==> src/rtl/regfile_wb_arbiter.sv <==
// Two-source writeback arbiter for the single register-file write port.
// Each source queues into its own FIFO; a round-robin arbiter drains one entry per cycle.
module regfile_wb_arbiter #(
    parameter int DEPTH      = 2,
    parameter int DATA_WIDTH = 32
) (
    input  logic                  clk,
    input  logic                  reset,
    input  logic                  a_valid,
    output logic                  a_ready,
    input  logic [4:0]            a_reg,
    input  logic [DATA_WIDTH-1:0] a_data,
    input  logic                  b_valid,
    output logic                  b_ready,
    input  logic [4:0]            b_reg,
    input  logic [DATA_WIDTH-1:0] b_data,
    output logic                  RegWrite,
    output logic [4:0]            WriteRegister,
    output logic [DATA_WIDTH-1:0] WriteData,
    output logic [31:0]           pending,
    output logic                  grant_b
);
    localparam int PW = $clog2(DEPTH);
    localparam logic [PW:0] PTR_ONE = (PW+1)'(1);

    logic [4:0]            aRegMem  [DEPTH];
    logic [DATA_WIDTH-1:0] aDataMem [DEPTH];
    logic [4:0]            bRegMem  [DEPTH];
    logic [DATA_WIDTH-1:0] bDataMem [DEPTH];

    // Pointers carry one extra wrap bit so full and empty are distinguishable.
    logic [PW:0] aWrPtr, aRdPtr, bWrPtr, bRdPtr;
    logic [PW:0] aCount, bCount;
    logic        aFull, aEmpty, bFull, bEmpty;
    logic        aPush, bPush, popA, popB;
    logic        lastB;
    logic [31:0] pendingMask;
    logic [PW-1:0] aSlot, bSlot;

    assign aFull  = (aWrPtr[PW] != aRdPtr[PW]) && (aWrPtr[PW-1:0] == aRdPtr[PW-1:0]);
    assign bFull  = (bWrPtr[PW] != bRdPtr[PW]) && (bWrPtr[PW-1:0] == bRdPtr[PW-1:0]);
    assign aEmpty = (aWrPtr == aRdPtr);
    assign bEmpty = (bWrPtr == bRdPtr);
    assign aCount = aWrPtr - aRdPtr;
    assign bCount = bWrPtr - bRdPtr;

    assign a_ready = !aFull;
    assign b_ready = !bFull;
    assign aPush   = a_valid && a_ready;
    assign bPush   = b_valid && b_ready;

    // Round robin: on a tie the source not granted last wins.
    assign popA = !aEmpty && (bEmpty || lastB);
    assign popB = !bEmpty && (aEmpty || !lastB);

    // NOTE: storage arrays carry no reset; the pointers alone define which entries are valid.
    always_ff @(posedge clk) begin
        if (aPush) begin
            aRegMem[aWrPtr[PW-1:0]]  <= a_reg;
            aDataMem[aWrPtr[PW-1:0]] <= a_data;
        end
        if (bPush) begin
            bRegMem[bWrPtr[PW-1:0]]  <= b_reg;
            bDataMem[bWrPtr[PW-1:0]] <= b_data;
        end
    end

    // NOTE: sequential state uses non-blocking assignments so every flop samples pre-edge values.
    always_ff @(posedge clk or posedge reset) begin
        if (reset) begin
            aWrPtr        <= '0;
            aRdPtr        <= '0;
            bWrPtr        <= '0;
            bRdPtr        <= '0;
            lastB         <= 1'b1;
            RegWrite      <= 1'b0;
            WriteRegister <= '0;
            WriteData     <= '0;
            grant_b       <= 1'b0;
        end else begin
            if (aPush) aWrPtr <= aWrPtr + PTR_ONE;
            if (bPush) bWrPtr <= bWrPtr + PTR_ONE;
            if (popA) begin
                aRdPtr        <= aRdPtr + PTR_ONE;
                RegWrite      <= (aRegMem[aRdPtr[PW-1:0]] != 5'd0);
                WriteRegister <= aRegMem[aRdPtr[PW-1:0]];
                WriteData     <= aDataMem[aRdPtr[PW-1:0]];
                grant_b       <= 1'b0;
                lastB         <= 1'b0;
            end else if (popB) begin
                bRdPtr        <= bRdPtr + PTR_ONE;
                RegWrite      <= (bRegMem[bRdPtr[PW-1:0]] != 5'd0);
                WriteRegister <= bRegMem[bRdPtr[PW-1:0]];
                WriteData     <= bDataMem[bRdPtr[PW-1:0]];
                grant_b       <= 1'b1;
                lastB         <= 1'b1;
            end else begin
                RegWrite      <= 1'b0;
            end
        end
    end

    // NOTE: every combinational output gets a default first so no latch is inferred.
    always_comb begin
        pendingMask = '0;
        aSlot       = '0;
        bSlot       = '0;
        for (int k = 0; k < DEPTH; k++) begin
            aSlot = aRdPtr[PW-1:0] + PW'(k);
            bSlot = bRdPtr[PW-1:0] + PW'(k);
            if ((PW+1)'(k) < aCount) pendingMask[aRegMem[aSlot]] = 1'b1;
            if ((PW+1)'(k) < bCount) pendingMask[bRegMem[bSlot]] = 1'b1;
        end
        if (RegWrite) pendingMask[WriteRegister] = 1'b1;
        pendingMask[0] = 1'b0;
    end

    assign pending = pendingMask;
endmodule
==> config.mk <==
export PLATFORM = sky130hd
export DESIGN_NAME = regfile_wb_arbiter
export DESIGN_NICKNAME = d
export VERILOG_FILES = /design/src/rtl/regfile_wb_arbiter.sv
export SDC_FILE = /design/constraint.sdc
export NUM_CORES = 1
export LEC_CHECK = 0
export BUFFER_PORTS_ARGS = -buffer_cell sky130_fd_sc_hd__buf_2
export CAP_MARGIN = 20
export CORE_MARGIN = 5
export CORE_UTILIZATION = 55
export CTS_CLUSTER_SIZE = 16
export DETAILED_ROUTE_END_ITERATION = 6
export GPL_TIMING_DRIVEN = 0
export MAX_ROUTING_LAYER = met4
export PLACE_DENSITY = 0.78
export SYNTH_ARGS = -nofsm -noshare
export SYNTH_HDL_FRONTEND = slang
export SYNTH_SLANG_ARGS = --single-unit
==> constraint.sdc <==
create_clock -name clk -period 7.9 [get_ports clk]
set_clock_uncertainty 0.2 [all_clocks]
set_input_delay 0.395 -clock clk [delete_from_list [all_inputs] [get_ports clk]]
set_output_delay 0.395 -clock clk [all_outputs]
set_load 0.05 [all_outputs]
# Word level (Yosys, flattened, before mapping)
# Memory sizes are Yosys's and may differ from the RTL's.
# Index checks and enable logic that the tools add are counted.
# W data, S select, Z words.
# word_totals
reg_bits	48
ram_bits	148
input_bits	78
output_inout_bits	73
elab_cells	95
n_memories	4
# op_classes
addsub	8
n_lt_le_gt_ge	14
eq_ne	6
n_mux	27
n_bitwise	5
n_reduce_logical	22
# mem_list
memory	depth	word_bits	read_ports	rd_clocked_by_memory_dff	write_ports	line_no	source
aDataMem	2	32	1	0	1	27	logic [DATA_WIDTH-1:0] aDataMem [DEPTH];
bDataMem	2	32	1	0	1	29	logic [DATA_WIDTH-1:0] bDataMem [DEPTH];
aRegMem	2	5	2	0	1	26	logic [4:0] aRegMem [DEPTH];
bRegMem	2	5	2	0	1	28	logic [4:0] bRegMem [DEPTH];
# ops
cell	count
$mux W32	7
$or A32 B32 Y32	4
$lt A5 B6 Y1 const B	5
$demux W1 S5	5
$ge A5 B1 Y1 const B	5
$mux W1	13
$logic_and A1 B1 Y1	11
$mux W5	2
$reduce_bool A5 Y1	2
$add A2 B1 Y2 const B	4
$lt A1 B2 Y1 const A	4
$logic_not A1 Y1	5
$eq A2 B2 Y1	2
$sub A2 B2 Y2	2
$add A1 B1 Y1 const B	2
$eq A1 B1 Y1	2
$logic_or A1 B1 Y1	2
$ne A1 B1 Y1	2
$reduce_and A2 Y1	1
$reduce_bool A2 Y1	1
$not A1 Y1	1

# Depth between registers and ports, before layout
# Gate-level depths: netlist of run 1.
# An unclocked memory read counts as a cell.
# depth
ltp_word	14
mapped_depth	8
mapped_depth_nobuf	6

# Worst setup path after synthesis of run 1
# Ideal clock, no wire load.
# synth_timing
path_kind	reg-to-reg
from	reg bRdPtr[1]
to	mem bDataMem[0][0] (enable)
setup_ns	0.431
arrival_ns	3.017
t_required_ns	7.269
path_slack_ns	4.252
stages_incl_launch_ff	5
n_path_buf	0
synth_period_minus_slack_ns	3.648
path_cell_list	dfrtp_1 xnor2_4 nand2b_1 nand2_1 nor2_1
# synth_between
elab_chain_len	6
# synth_rtl
element	line_no	source
start: declaration	32	logic [PW:0] aWrPtr, aRdPtr, bWrPtr, bRdPtr;
start signal: assignment	91	bRdPtr <= bRdPtr + PTR_ONE;
$ne A1 B1 Y1	41	assign bFull = (bWrPtr[PW] != bRdPtr[PW]) && (bWrPtr[PW-1:0] == bRdPtr[PW-1:0]);
$logic_and A1 B1 Y1	41	
$logic_not A1 Y1	48	assign b_ready = !bFull;
named net b_ready	14	output logic b_ready,
$logic_and A1 B1 Y1	50	assign bPush = b_valid && b_ready;
$mux W1	62	if (bPush) begin
$mux W1 (implied by the code)	64	bDataMem[bWrPtr[PW-1:0]] <= b_data;
end: declaration	29	
# The timed path passes the listed nets, and every way through them passes these cells.

# Worst setup path after layout of run 1
# layout_timing
from	reg bRdPtr[0]
to	out pending[4]
# layout_between
elab_chain_len	13
word_cells_on_any_way	23
classes_between	2 x add/sub; 6 x order compare; 8 x mux; 4 x bitwise; 2 x reduce/logical; 1 x memory
# layout_rtl
element	line_no	source
$mem_v2 Z2 W5	n/a	
$lt A5 B6 Y1 (implied by the code) / $ge A5 B1 Y1 (equally long branches)	112	if ((PW+1)'(k) < bCount) pendingMask[bRegMem[bSlot]] = 1'b1;
$logic_and A1 B1 Y1 (implied by the code)	112	
$mux W1 (implied by the code)	112	
$demux W1 S5	112	
$or A32 B32 Y32 (no source line)	n/a	
$mux W32	112	
$or A32 B32 Y32 (no source line)	n/a	
$mux W32	111	if ((PW+1)'(k) < aCount) pendingMask[aRegMem[aSlot]] = 1'b1;
$or A32 B32 Y32 (no source line)	n/a	
$mux W32 *	112	
$or A32 B32 Y32 (no source line)	n/a	
$mux W32 *	114	if (RegWrite) pendingMask[WriteRegister] = 1'b1;
end: declaration	20	output logic [31:0] pending,
# Every way passes the cells marked *; elsewhere a longest branch is shown, timed or not.

==> impl_metrics.xml, run 1 <==
<?xml version="1.0" encoding="UTF-8"?>
<metrics>
  <group name="synthesis">
    <metric name="share_of_the_synthesized_area_in_compound_gates_ao_oa_aoi_oai" unit="%">15.60</metric>
    <metric name="synthAdderAreaFrac" unit="%">0.2542</metric>
    <metric name="postSynth.topFlopCell" unit="">edfxtp_1</metric>
    <metric name="post_synth_num_cell_types" unit="">62</metric>
    <metric name="mapped_avg_cell_area" unit="µm²">12.03</metric>
    <metric name="synth_top_family_by_area" unit="">compound AO/OA/AOI/OAI gates</metric>
    <metric name="yosysWarnings" unit="">0</metric>
    <metric name="synth.yosys.seq_area_share" unit="%">57.37</metric>
    <metric name="post_synth_instance_area" unit="µm²">9843</metric>
    <metric name="synth_cells" unit="">818</metric>
    <metric name="synth-simple-area-share" unit="%">13.75</metric>
    <metric name="synth-edff-count" unit="">148</metric>
    <metric name="synth-seq-cells" unit="">196</metric>
    <metric name="xor_xnor_share_of_the_synthesized_area" unit="%">1.640</metric>
    <metric name="synth_fp_nets" unit="">898</metric>
    <metric name="synthArstFlopShare" unit="%">24.49</metric>
    <metric name="proportion_of_synthesized_area_in_mux_cells" unit="%">8.288</metric>
  </group>
  <group name="setup_path">
    <metric name="start_kind" unit="">flip-flop</metric>
    <metric name="worstSetupStartpoint" unit="">bRdPtr[0]</metric>
    <metric name="r2r_cells" unit="">7</metric>
    <metric name="r2r_slack" unit="ps">5110</metric>
    <metric name="reg2reg_to" unit="">WriteData[12]</metric>
    <metric name="critical_path.most_common_cell" unit="">buf_2</metric>
    <metric name="worst_path_max_delay_cell" unit="">o32ai_1</metric>
    <metric name="crit_path_end_kind" unit="">output pin</metric>
    <metric name="critPathBufInv" unit="">3</metric>
    <metric name="data_arrival_time_of_the_worst_path" unit="ps">3080</metric>
    <metric name="critPathKind" unit="">flip-flop to output pin</metric>
    <metric name="cp.depth" unit="">7</metric>
    <metric name="data_required_critical_path" unit="ps">7300</metric>
    <metric name="cp_cell_sequence" unit="">buf_2, clkbuf_1, nand2_1, o32ai_1, a32oi_1, nand3_1, buf_2</metric>
    <metric name="timing.rr.start" unit="">aWrPtr[0]</metric>
    <metric name="worstPathMaxFanout" unit="">10</metric>
    <metric name="cell_family_with_the_largest_share_of_critical_path_delay" unit="">compound AO/OA/AOI/OAI gates</metric>
    <metric name="critPathMaxStageDelay" unit="ps">720</metric>
  </group>
  <group name="die">
    <metric name="floorplan.die.width" unit="µm">143.8</metric>
    <metric name="rows" unit="">49</metric>
    <metric name="start_util" unit="%">55.36</metric>
    <metric name="floorplan.die.height" unit="µm">143.8</metric>
    <metric name="std_cell_core_area" unit="µm²">17780</metric>
    <metric name="top_level_ports" unit="">151</metric>
    <metric name="floorplan.die_area" unit="µm²">20670</metric>
  </group>
  <group name="timing">
    <metric name="fin_crit_sh" unit="%">46.55</metric>
    <metric name="fin_ws" unit="ps">4222</metric>
    <metric name="setup-violations-final" unit="">0</metric>
    <metric name="timing.fmax" unit="GHz">0.2719</metric>
    <metric name="period_needed" unit="ps">3678</metric>
    <metric name="rsz0062_at_grt" unit="">no</metric>
    <metric name="maxSlewViolCount" unit="">0</metric>
    <metric name="tightest_slew" unit="ps">1148</metric>
    <metric name="hold_viol_final" unit="">0</metric>
    <metric name="maxSlewHeadroom" unit="%">23.22</metric>
    <metric name="tns_setup" unit="ps">0</metric>
  </group>
  <group name="clock_network">
    <metric name="cts-htree-levels" unit="">4</metric>
    <metric name="cts_repair_resize_count" unit="">0</metric>
    <metric name="clock_sinks" unit="">196</metric>
    <metric name="cts-root-to-sink-buffers" unit="">2</metric>
    <metric name="cts.root.buffer_cell" unit="">clkbuf_16</metric>
    <metric name="clk-insertion-delay-late" unit="ps">440</metric>
    <metric name="clk_transition_reported_paths" unit="ps">70</metric>
    <metric name="cts_tree" unit="">built</metric>
    <metric name="cts-buffers-inserted" unit="">17</metric>
  </group>
  <group name="final_layout">
    <metric name="fin_nets" unit="">1145</metric>
    <metric name="layout-drive-gt1-share" unit="%">22.45</metric>
    <metric name="count_of_fill_cells_added_during_filler_insertion" unit="">1300</metric>
    <metric name="diode_insertion_count_for_antenna_repair" unit="">0</metric>
    <metric name="most-common-layout-cells" unit="">171 x buf_2, 148 x edfxtp_1, 77 x mux2i_1</metric>
    <metric name="synthToLayoutAreaGrowth" unit="%">25.13</metric>
    <metric name="layout.cells.most_common" unit="">buf_2</metric>
  </group>
  <group name="place">
    <metric name="finalWeightedCongestion" unit="">1.003</metric>
    <metric name="io_buffers" unit="">149</metric>
    <metric name="detailedPlace.worstSlack" unit="ps">4772</metric>
    <metric name="post-dp-hpwl" unit="mm">22.14</metric>
  </group>
  <group name="hold_path">
    <metric name="min_delay_path_depth" unit="">3</metric>
    <metric name="worst_hold_path_type" unit="">input port to flip-flop</metric>
    <metric name="worstHoldStart" unit="">a_valid</metric>
    <metric name="min_to" unit="">aWrPtr[0]</metric>
  </group>
  <group name="global_routing">
    <metric name="globalRouteMet2Util" unit="%">52.62</metric>
    <metric name="global_route.usage.met3" unit="%">5.258</metric>
    <metric name="first_pass_grt_wire_length" unit="mm">47.76</metric>
    <metric name="number_of_antenna_violations_at_the_first_check_in_global_routing" unit="">0</metric>
    <metric name="global_route.peak_usage_layer" unit="">met2</metric>
    <metric name="grt_pass1_vias" unit="">8367</metric>
    <metric name="grt_overflow_total" unit="">0</metric>
    <metric name="grt.total_usage" unit="%">31.89</metric>
    <metric name="grt_start_max_net_pins" unit="">39</metric>
    <metric name="met1_layer_usage_reported_by_global_route" unit="%">37.88</metric>
  </group>
  <group name="detailed_routing">
    <metric name="num_vias" unit="">8443</metric>
    <metric name="final_antenna_net_count" unit="">0</metric>
    <metric name="detail_route.drc_violations" unit="">0</metric>
    <metric name="vias_per_cell" unit="">6.460</metric>
    <metric name="drt_iter0_markers" unit="">1049</metric>
    <metric name="wl_per_cell" unit="µm">24.15</metric>
    <metric name="wl" unit="mm">31.57</metric>
    <metric name="tritonroute_pass_1_iters" unit="">6</metric>
  </group>
  <group name="outcome">
    <metric name="outcome" unit="">complete, no violations</metric>
  </group>
  <group name="run">
    <metric name="max-cap-violations" unit="">0</metric>
  </group>
</metrics>
## tightest hold or removal path, cell delays in order
cell and delay (ps):
buf_2 110, nand2_1 120, xnor2_1 80
## cell type report
class | count | area [µm²] | share of cell area [%]
multi-input combinational | 552 | 3913 | 31.77
tap | 229 | 286.5 | 2.326
clock buffer | 18 | 429.2 | 3.484
inverter | 9 | 33.78 | 0.2743
buffer | 61 | 267.8 | 2.174
sequential | 196 | 5647 | 45.85
timing repair buffer | 228 | 1564 | 12.70
clock inverter | 14 | 176.4 | 1.432
## flip-flops by register name, indices dropped and copies added (netlist names)
signal         cells
WriteData         32
bRegMem           10
aDataMem          64
grant_b            1
WriteRegister      5
bWrPtr             2
aRdPtr             2
aWrPtr             2
lastB              1
bRdPtr             2
RegWrite           1
bDataMem          64
aRegMem           10
## synthesized netlist by cell type, types with 6 or more instances
cell      instances  share of area, %
a21oi_1          14              0.71
inv_1             8              0.31
nor3b_1           6              0.46
a211o_1          33               2.9
nor3_1           75               3.8
buf_2            22               1.1
a22oi_1          13              0.99
o211ai_1          6              0.46
clkbuf_1         34               1.3
dfrtp_1          47                12
o21ai_0          27               1.4
nand2b_1         18               1.1
nand2_1          28               1.1
edfxtp_1        148                45
o21ai_1           8              0.41
o22ai_1          15              0.95
a211oi_1          7              0.53
mux2i_1          77               7.8
nor2_1           20              0.76
nand3_1          72               3.7
nand3b_1         11              0.84
a32oi_1          38               3.4
o32ai_1           6              0.53
or3b_2            9              0.80
## per-stage QoR
stage / hold WS (ps) / cells / util [%] / instance area, µm²
floorplan: 279.7 / 818 / - / 9843
global placement: 295.2 / 1196 / 61.17 / 10880
detailed placement: 152.0 / 1200 / 61.65 / 10960
CTS: 102.8 / 1307 / 69.28 / 12320
global route: 116.4 / 1307 / 69.28 / 12320
finish: 110.2 / 1307 / 69.28 / 12320
## what timing repair did
action,CTS,global route
buffers inserted,0,0
setup endpoints to repair,0,0
endpoints found under the hold margin,158,0
hold buffers,75,0
## routing by layer
layer	part of all wire, %	wire length (µm)
met5	0	0
met4	5.6	1772
met3	8.4	2642
met2	50	15840
met1	36	11310
## worst max path at each step
| stage | slack [ps] | end |
|---|---|---|
| after floorplan | 4250 | bDataMem[0][0] |
| after global placement | 3740 | bDataMem[0][25] |
| after detailed placement | 4770 | pending[25] |
| after CTS | 4310 | pending[25] |
| after global routing | 4080 | pending[4] |
| final | 4220 | pending[4] |
## cell families after synthesis
family / Yosys count
AO/OA/AOI/OAI: 199
XOR/XNOR: 13
AND/OR/NAND/NOR: 256
adder cells (fa/ha/maj): 2
multiplexers: 81
other: 1
flip-flops: 196
buffers and inverters: 70
Power of run 1 is left out: the tool's default activity adds up to more than one toggle a clock period on the data nets, which glitch-free logic cannot reach.
==> inputs of run 2 (changes only) <==
clock period = 3.55 ns   (was 7.9 ns; I/O delays follow)
==> run 2 against run 1 <==
Setup slack worse by 4100 ps. Core utilization grew 0.25 points. Worst hold slack improved by 12 ps. Die area unchanged. Critical path depth unchanged. Flip-flop and latch count unchanged. Sequential share of layout area is 0.17 points lower. Count of clock-buffer cells in the layout fell by 1. Via count rose by 1.0%. Largest cell class unchanged. Highest routed layer unchanged.
==> impl_metrics.xml, run 2 (synthesis gave the netlist of run 1 again) <==
<?xml version="1.0" encoding="UTF-8"?>
<metrics>
  <group name="setup_path">
    <metric name="worstPathMaxFanout" unit="">8</metric>
    <metric name="start_kind" unit="">flip-flop</metric>
    <metric name="r2r_cells" unit="">7</metric>
    <metric name="reg2reg_to" unit="">WriteData[13]</metric>
    <metric name="r2r_slack" unit="ps">670</metric>
    <metric name="crit_path_end_kind" unit="">output pin</metric>
    <metric name="data_arrival_time_of_the_worst_path" unit="ps">3040</metric>
    <metric name="timing.rr.start" unit="">aWrPtr[0]</metric>
    <metric name="critPathKind" unit="">flip-flop to output pin</metric>
    <metric name="worstSetupStartpoint" unit="">bWrPtr[0]</metric>
    <metric name="data_required_critical_path" unit="ps">3170</metric>
  </group>
  <group name="die">
    <metric name="start_util" unit="%">55.36</metric>
    <metric name="floorplan.die.height" unit="µm">143.8</metric>
    <metric name="floorplan.die.width" unit="µm">143.8</metric>
    <metric name="top_level_ports" unit="">151</metric>
    <metric name="floorplan.die_area" unit="µm²">20670</metric>
    <metric name="rows" unit="">49</metric>
    <metric name="std_cell_core_area" unit="µm²">17780</metric>
  </group>
  <group name="global_routing">
    <metric name="grt_overflow_total" unit="">0</metric>
    <metric name="first_pass_grt_wire_length" unit="mm">48.80</metric>
    <metric name="grt_pass1_vias" unit="">8384</metric>
    <metric name="number_of_antenna_violations_at_the_first_check_in_global_routing" unit="">0</metric>
    <metric name="grt.total_usage" unit="%">32.66</metric>
    <metric name="grt_start_max_net_pins" unit="">39</metric>
  </group>
  <group name="detailed_routing">
    <metric name="wl_per_cell" unit="µm">24.89</metric>
    <metric name="tritonroute_pass_1_iters" unit="">6</metric>
    <metric name="num_vias" unit="">8530</metric>
    <metric name="vias_per_cell" unit="">6.516</metric>
    <metric name="detail_route.drc_violations" unit="">0</metric>
    <metric name="final_antenna_net_count" unit="">0</metric>
    <metric name="drt_iter0_markers" unit="">1017</metric>
    <metric name="wl" unit="mm">32.58</metric>
  </group>
  <group name="final_layout">
    <metric name="layout.cells.most_common" unit="">buf_2</metric>
    <metric name="diode_insertion_count_for_antenna_repair" unit="">0</metric>
    <metric name="stdcell_area" unit="µm²">12360</metric>
    <metric name="synthToLayoutAreaGrowth" unit="%">25.59</metric>
    <metric name="layout-drive-gt1-share" unit="%">22.69</metric>
    <metric name="fin_nets" unit="">1147</metric>
    <metric name="most-common-layout-cells" unit="">172 x buf_2, 148 x edfxtp_1, 77 x mux2i_1, 77 x dlygate4sd3_1, 75 x nor3_1</metric>
  </group>
  <group name="timing">
    <metric name="period_needed" unit="ps">3415</metric>
    <metric name="timing.fmax" unit="GHz">0.2928</metric>
    <metric name="setup-violations-final" unit="">0</metric>
    <metric name="whs" unit="ps">122.3</metric>
    <metric name="hold_viol_final" unit="">0</metric>
    <metric name="maxSlewHeadroom" unit="%">36.66</metric>
    <metric name="maxSlewViolCount" unit="">0</metric>
    <metric name="fin_crit_sh" unit="%">96.20</metric>
    <metric name="rsz0062_at_grt" unit="">no</metric>
    <metric name="tns_setup" unit="ps">0</metric>
    <metric name="tightest_slew" unit="ps">942.0</metric>
  </group>
  <group name="clock_network">
    <metric name="cts-buffers-inserted" unit="">17</metric>
    <metric name="cts.root.buffer_cell" unit="">clkbuf_16</metric>
    <metric name="cts-htree-levels" unit="">4</metric>
    <metric name="clk_transition_reported_paths" unit="ps">70</metric>
    <metric name="clock_sinks" unit="">196</metric>
    <metric name="cts-root-to-sink-buffers" unit="">2</metric>
    <metric name="cts_tree" unit="">built</metric>
    <metric name="post_cts.repair.setup_buffers" unit="">0</metric>
    <metric name="clk-insertion-delay-late" unit="ps">430</metric>
  </group>
  <group name="place">
    <metric name="placedInstanceArea" unit="µm²">10960</metric>
    <metric name="finalWeightedCongestion" unit="">0.9644</metric>
    <metric name="io_buffers" unit="">149</metric>
    <metric name="post-dp-hpwl" unit="mm">22.94</metric>
  </group>
  <group name="run">
    <metric name="max-cap-violations" unit="">0</metric>
  </group>
  <group name="outcome">
    <metric name="outcome" unit="">complete, no violations</metric>
  </group>
  <group name="hold_path">
    <metric name="worst_hold_path_type" unit="">input port to asynchronous set/reset pin</metric>
  </group>
</metrics>
==> run 2: cell count changes in the layout (fill, tap and decap cells not counted), moves of 2 or more <==
cell           previous run  this run
o32ai_1                   6         4
o32ai_2                   0         2
dlygate4sd3_1            75        77
clkinv_4                  4         1
inv_8                     1         5
==> run 2: worst max path at each step <==
stage / end / slack [ps] / depth (start not counted)
detailed placement: pending[25] / 610 / 6
global placement: bDataMem[0][23] / 310 / 4
floorplan: bDataMem[0][0] / 500 / 4
global route: pending[9] / 50 / 8
finish: pending[30] / 130 / 7
CTS: pending[25] / 140 / 6
==> run 2: per-layer routing <==
layer	routed length (µm)	GRT usage, %
met3	2639	5.125
met5	0	-
met2	16500	55.21
met4	1845	16.60
met1	11590	37.86
==> run 2: area by class of cell <==
type                    count  area [µm²]
fillers                  1277        5418
repair buffers            230        1582
multi-input cells         552        3928
clock inverters            15       192.7
flip-flops and latches    196        5647
well taps                 229       286.5
plain buffers              61       267.8
clock buffers              17       425.4
inverters                   9       33.78
==> run 2: timing repair <==
| action | 4_1_cts | 5_1_grt |
|---|---|---|
| hold buffers | 77 | 0 |
| gates resized for setup | 0 | 2 |
| setup endpoints to repair | 0 | 2 |
| endpoints found under the hold margin | 197 | 0 |
==> run 2: critical path, stage by stage, from the launching register on <==
cell and delay, ps:
dfrtp_1 490, inv_1 100, ha_1 230, xnor3_2 540, a21oi_2 560, a21oi_1 240, nand3_1 160, buf_2 280
==> run 2: metrics by stage <==
step           util (%)  std cells  setup WS (ps)
2_1_floorplan         -        818          499.0
3_3_place_gp      61.20       1196          314.2
3_5_place_dp      61.63       1200          609.3
4_1_cts           69.44       1309          135.6
5_1_grt           69.53       1309          50.19
6_report          69.53       1309          134.8
Power of run 2 is left out for the same reason.
==> inputs of run 3 (changes only) <==
CORE_UTILIZATION = 45   (was 55)
PLACE_DENSITY = 0.66   (was 0.78)
==> run 3 against run 2 <==
Flip-flop and latch count unchanged. First-iteration DRC count down 29%. Count of clock-buffer cells in the layout unchanged.
==> impl_metrics.xml, run 3 (synthesis gave the netlist of run 1 again) <==
<?xml version="1.0" encoding="UTF-8"?>
<metrics>
  <group name="outcome">
    <metric name="outcome" unit="">complete, no violations</metric>
  </group>
  <group name="setup_path">
    <metric name="worst_path_max_delay_cell" unit="">o32ai_1</metric>
    <metric name="worstPathMaxFanout" unit="">8</metric>
    <metric name="r2r_slack" unit="ps">690</metric>
    <metric name="cp_cell_sequence" unit="">clkbuf_1, inv_1, o32ai_1, a32oi_1, o211ai_1, buf_2</metric>
    <metric name="cell_family_with_the_largest_share_of_critical_path_delay" unit="">compound AO/OA/AOI/OAI gates</metric>
    <metric name="data_arrival_time_of_the_worst_path" unit="ps">3020</metric>
    <metric name="start_kind" unit="">flip-flop</metric>
    <metric name="critPathMaxStageDelay" unit="ps">860</metric>
    <metric name="critPathBufInv" unit="">3</metric>
    <metric name="critPathKind" unit="">flip-flop to output pin</metric>
    <metric name="data_required_critical_path" unit="ps">3170</metric>
    <metric name="r2r_cells" unit="">7</metric>
    <metric name="cp.depth" unit="">6</metric>
    <metric name="timing.rr.start" unit="">aWrPtr[0]</metric>
    <metric name="crit_path_end_kind" unit="">output pin</metric>
    <metric name="reg2reg_to" unit="">WriteData[13]</metric>
  </group>
  <group name="timing">
    <metric name="whs" unit="ps">180.9</metric>
    <metric name="hold_viol_final" unit="">0</metric>
    <metric name="tightest_slew" unit="ps">1021</metric>
    <metric name="maxSlewViolCount" unit="">0</metric>
    <metric name="period_needed" unit="ps">3402</metric>
    <metric name="rsz0062_at_grt" unit="">no</metric>
    <metric name="fin_crit_sh" unit="%">95.84</metric>
    <metric name="tns_setup" unit="ps">0</metric>
    <metric name="timing.fmax" unit="GHz">0.2939</metric>
    <metric name="setup-violations-final" unit="">0</metric>
    <metric name="maxSlewHeadroom" unit="%">31.33</metric>
  </group>
  <group name="final_layout">
    <metric name="layout-drive-gt1-share" unit="%">22.69</metric>
    <metric name="diode_insertion_count_for_antenna_repair" unit="">0</metric>
    <metric name="synthToLayoutAreaGrowth" unit="%">26.57</metric>
    <metric name="layout.cells.most_common" unit="">buf_2</metric>
    <metric name="fin_nets" unit="">1147</metric>
    <metric name="most-common-layout-cells" unit="">172 x buf_2, 148 x edfxtp_1, 77 x mux2i_1, 77 x dlygate4sd3_1, 75 x nor3_1</metric>
  </group>
  <group name="clock_network">
    <metric name="clock_sinks" unit="">196</metric>
    <metric name="clk_transition_reported_paths" unit="ps">70</metric>
    <metric name="cts_tree" unit="">built</metric>
    <metric name="cts-htree-levels" unit="">4</metric>
    <metric name="cts.root.buffer_cell" unit="">clkbuf_16</metric>
    <metric name="cts-root-to-sink-buffers" unit="">2</metric>
    <metric name="clk-insertion-delay-late" unit="ps">430</metric>
    <metric name="cts-buffers-inserted" unit="">17</metric>
  </group>
  <group name="die">
    <metric name="top_level_ports" unit="">151</metric>
    <metric name="std_cell_core_area" unit="µm²">21690</metric>
    <metric name="floorplan.die.height" unit="µm">157.9</metric>
    <metric name="floorplan.die_area" unit="µm²">24930</metric>
    <metric name="floorplan.die.width" unit="µm">157.9</metric>
    <metric name="start_util" unit="%">45.38</metric>
    <metric name="rows" unit="">54</metric>
  </group>
  <group name="run">
    <metric name="max-cap-violations" unit="">0</metric>
  </group>
  <group name="global_routing">
    <metric name="grt_overflow_total" unit="">0</metric>
    <metric name="first_pass_grt_wire_length" unit="mm">47.62</metric>
    <metric name="number_of_antenna_violations_at_the_first_check_in_global_routing" unit="">0</metric>
    <metric name="grt.total_usage" unit="%">26.15</metric>
    <metric name="grt_pass1_vias" unit="">8208</metric>
    <metric name="grt_start_max_net_pins" unit="">39</metric>
  </group>
  <group name="place">
    <metric name="io_buffers" unit="">149</metric>
    <metric name="finalWeightedCongestion" unit="">0.9522</metric>
    <metric name="post-dp-hpwl" unit="mm">23.11</metric>
  </group>
  <group name="detailed_routing">
    <metric name="num_vias" unit="">8286</metric>
    <metric name="detail_route.drc_violations" unit="">0</metric>
    <metric name="drt_iter0_markers" unit="">723</metric>
    <metric name="tritonroute_pass_1_iters" unit="">5</metric>
    <metric name="vias_per_cell" unit="">6.093</metric>
    <metric name="wl" unit="mm">31.90</metric>
    <metric name="wl_per_cell" unit="µm">23.45</metric>
    <metric name="final_antenna_net_count" unit="">0</metric>
  </group>
  <group name="hold_path">
    <metric name="worst_hold_path_type" unit="">input port to asynchronous set/reset pin</metric>
  </group>
</metrics>
==> run 3: cell count changes in the layout (fill, tap and decap cells not counted) <==
| cell | previous run | this run |
|---|---|---|
| buf_12 | 3 | 1 |
| buf_16 | 0 | 2 |
| bufinv_16 | 3 | 4 |
| clkinv_1 | 2 | 1 |
| clkinv_2 | 1 | 0 |
| clkinv_4 | 1 | 0 |
| clkinv_8 | 0 | 1 |
| clkinvlp_4 | 1 | 3 |
| inv_6 | 2 | 5 |
| inv_8 | 5 | 1 |
| o32ai_1 | 4 | 5 |
| o32ai_2 | 2 | 1 |
==> run 3: tightest hold or removal path: cells and delay by family <==
kind	cells	cell delay (ps)
buffers and inverters	3	1110
==> run 3: through the flow <==
stage                     util (%)  instance area (µm²)  worst slack [ps]  instances
after detailed placement     50.89                11040             641.5       1251
after floorplan                  -                 9848             499.0        818
final                        57.44                12460             147.6       1360
after global routing         57.44                12460             71.52       1360
after CTS                    57.41                12450             186.3       1360
after global placement       50.46                10940             273.8       1247
==> run 3: timing repair <==
item / in CTS / in global routing
endpoints found under the hold margin: 176 / 0
resized for setup: 0 / 1
buffers inserted: 0 / 0
hold buffers: 77 / 0
endpoints found under the setup margin: 0 / 1
==> run 3: worst max path at each step <==
stage,start,slack [ps],endpoint
2_1_floorplan,bRdPtr[1],500,bDataMem[0][0]
3_3_place_gp,bRdPtr[1],270,bDataMem[0][25]
3_5_place_dp,bRdPtr[0],640,pending[4]
4_1_cts,bRdPtr[0],190,pending[4]
5_1_grt,aRegMem[1][0],70,pending[25]
6_report,aRegMem[1][0],150,pending[25]
==> run 3: metal layers <==
metal	wire length (µm)	vias to the layer above	global-route usage, %
met5	0	-	-
met4	1309	0	10.86
met3	2444	71	4.620
met2	16050	395	43.78
met1	12090	4066	31.35
li1	-	3754	-
==> run 3: area by class of cell <==
| type | instances | area (µm²) |
|---|---|---|
| Buffer | 61 | 267.8 |
| Clock buffer | 17 | 425.4 |
| Clock inverter | 15 | 217.7 |
| Fill cell | 1791 | 9230 |
| Inverter | 9 | 33.78 |
| Multi-Input combinational cell | 552 | 3920 |
| Sequential cell | 196 | 5647 |
| Tap cell | 280 | 350.3 |
| Timing Repair Buffer | 230 | 1597 |
Power of run 3 is left out for the same reason.
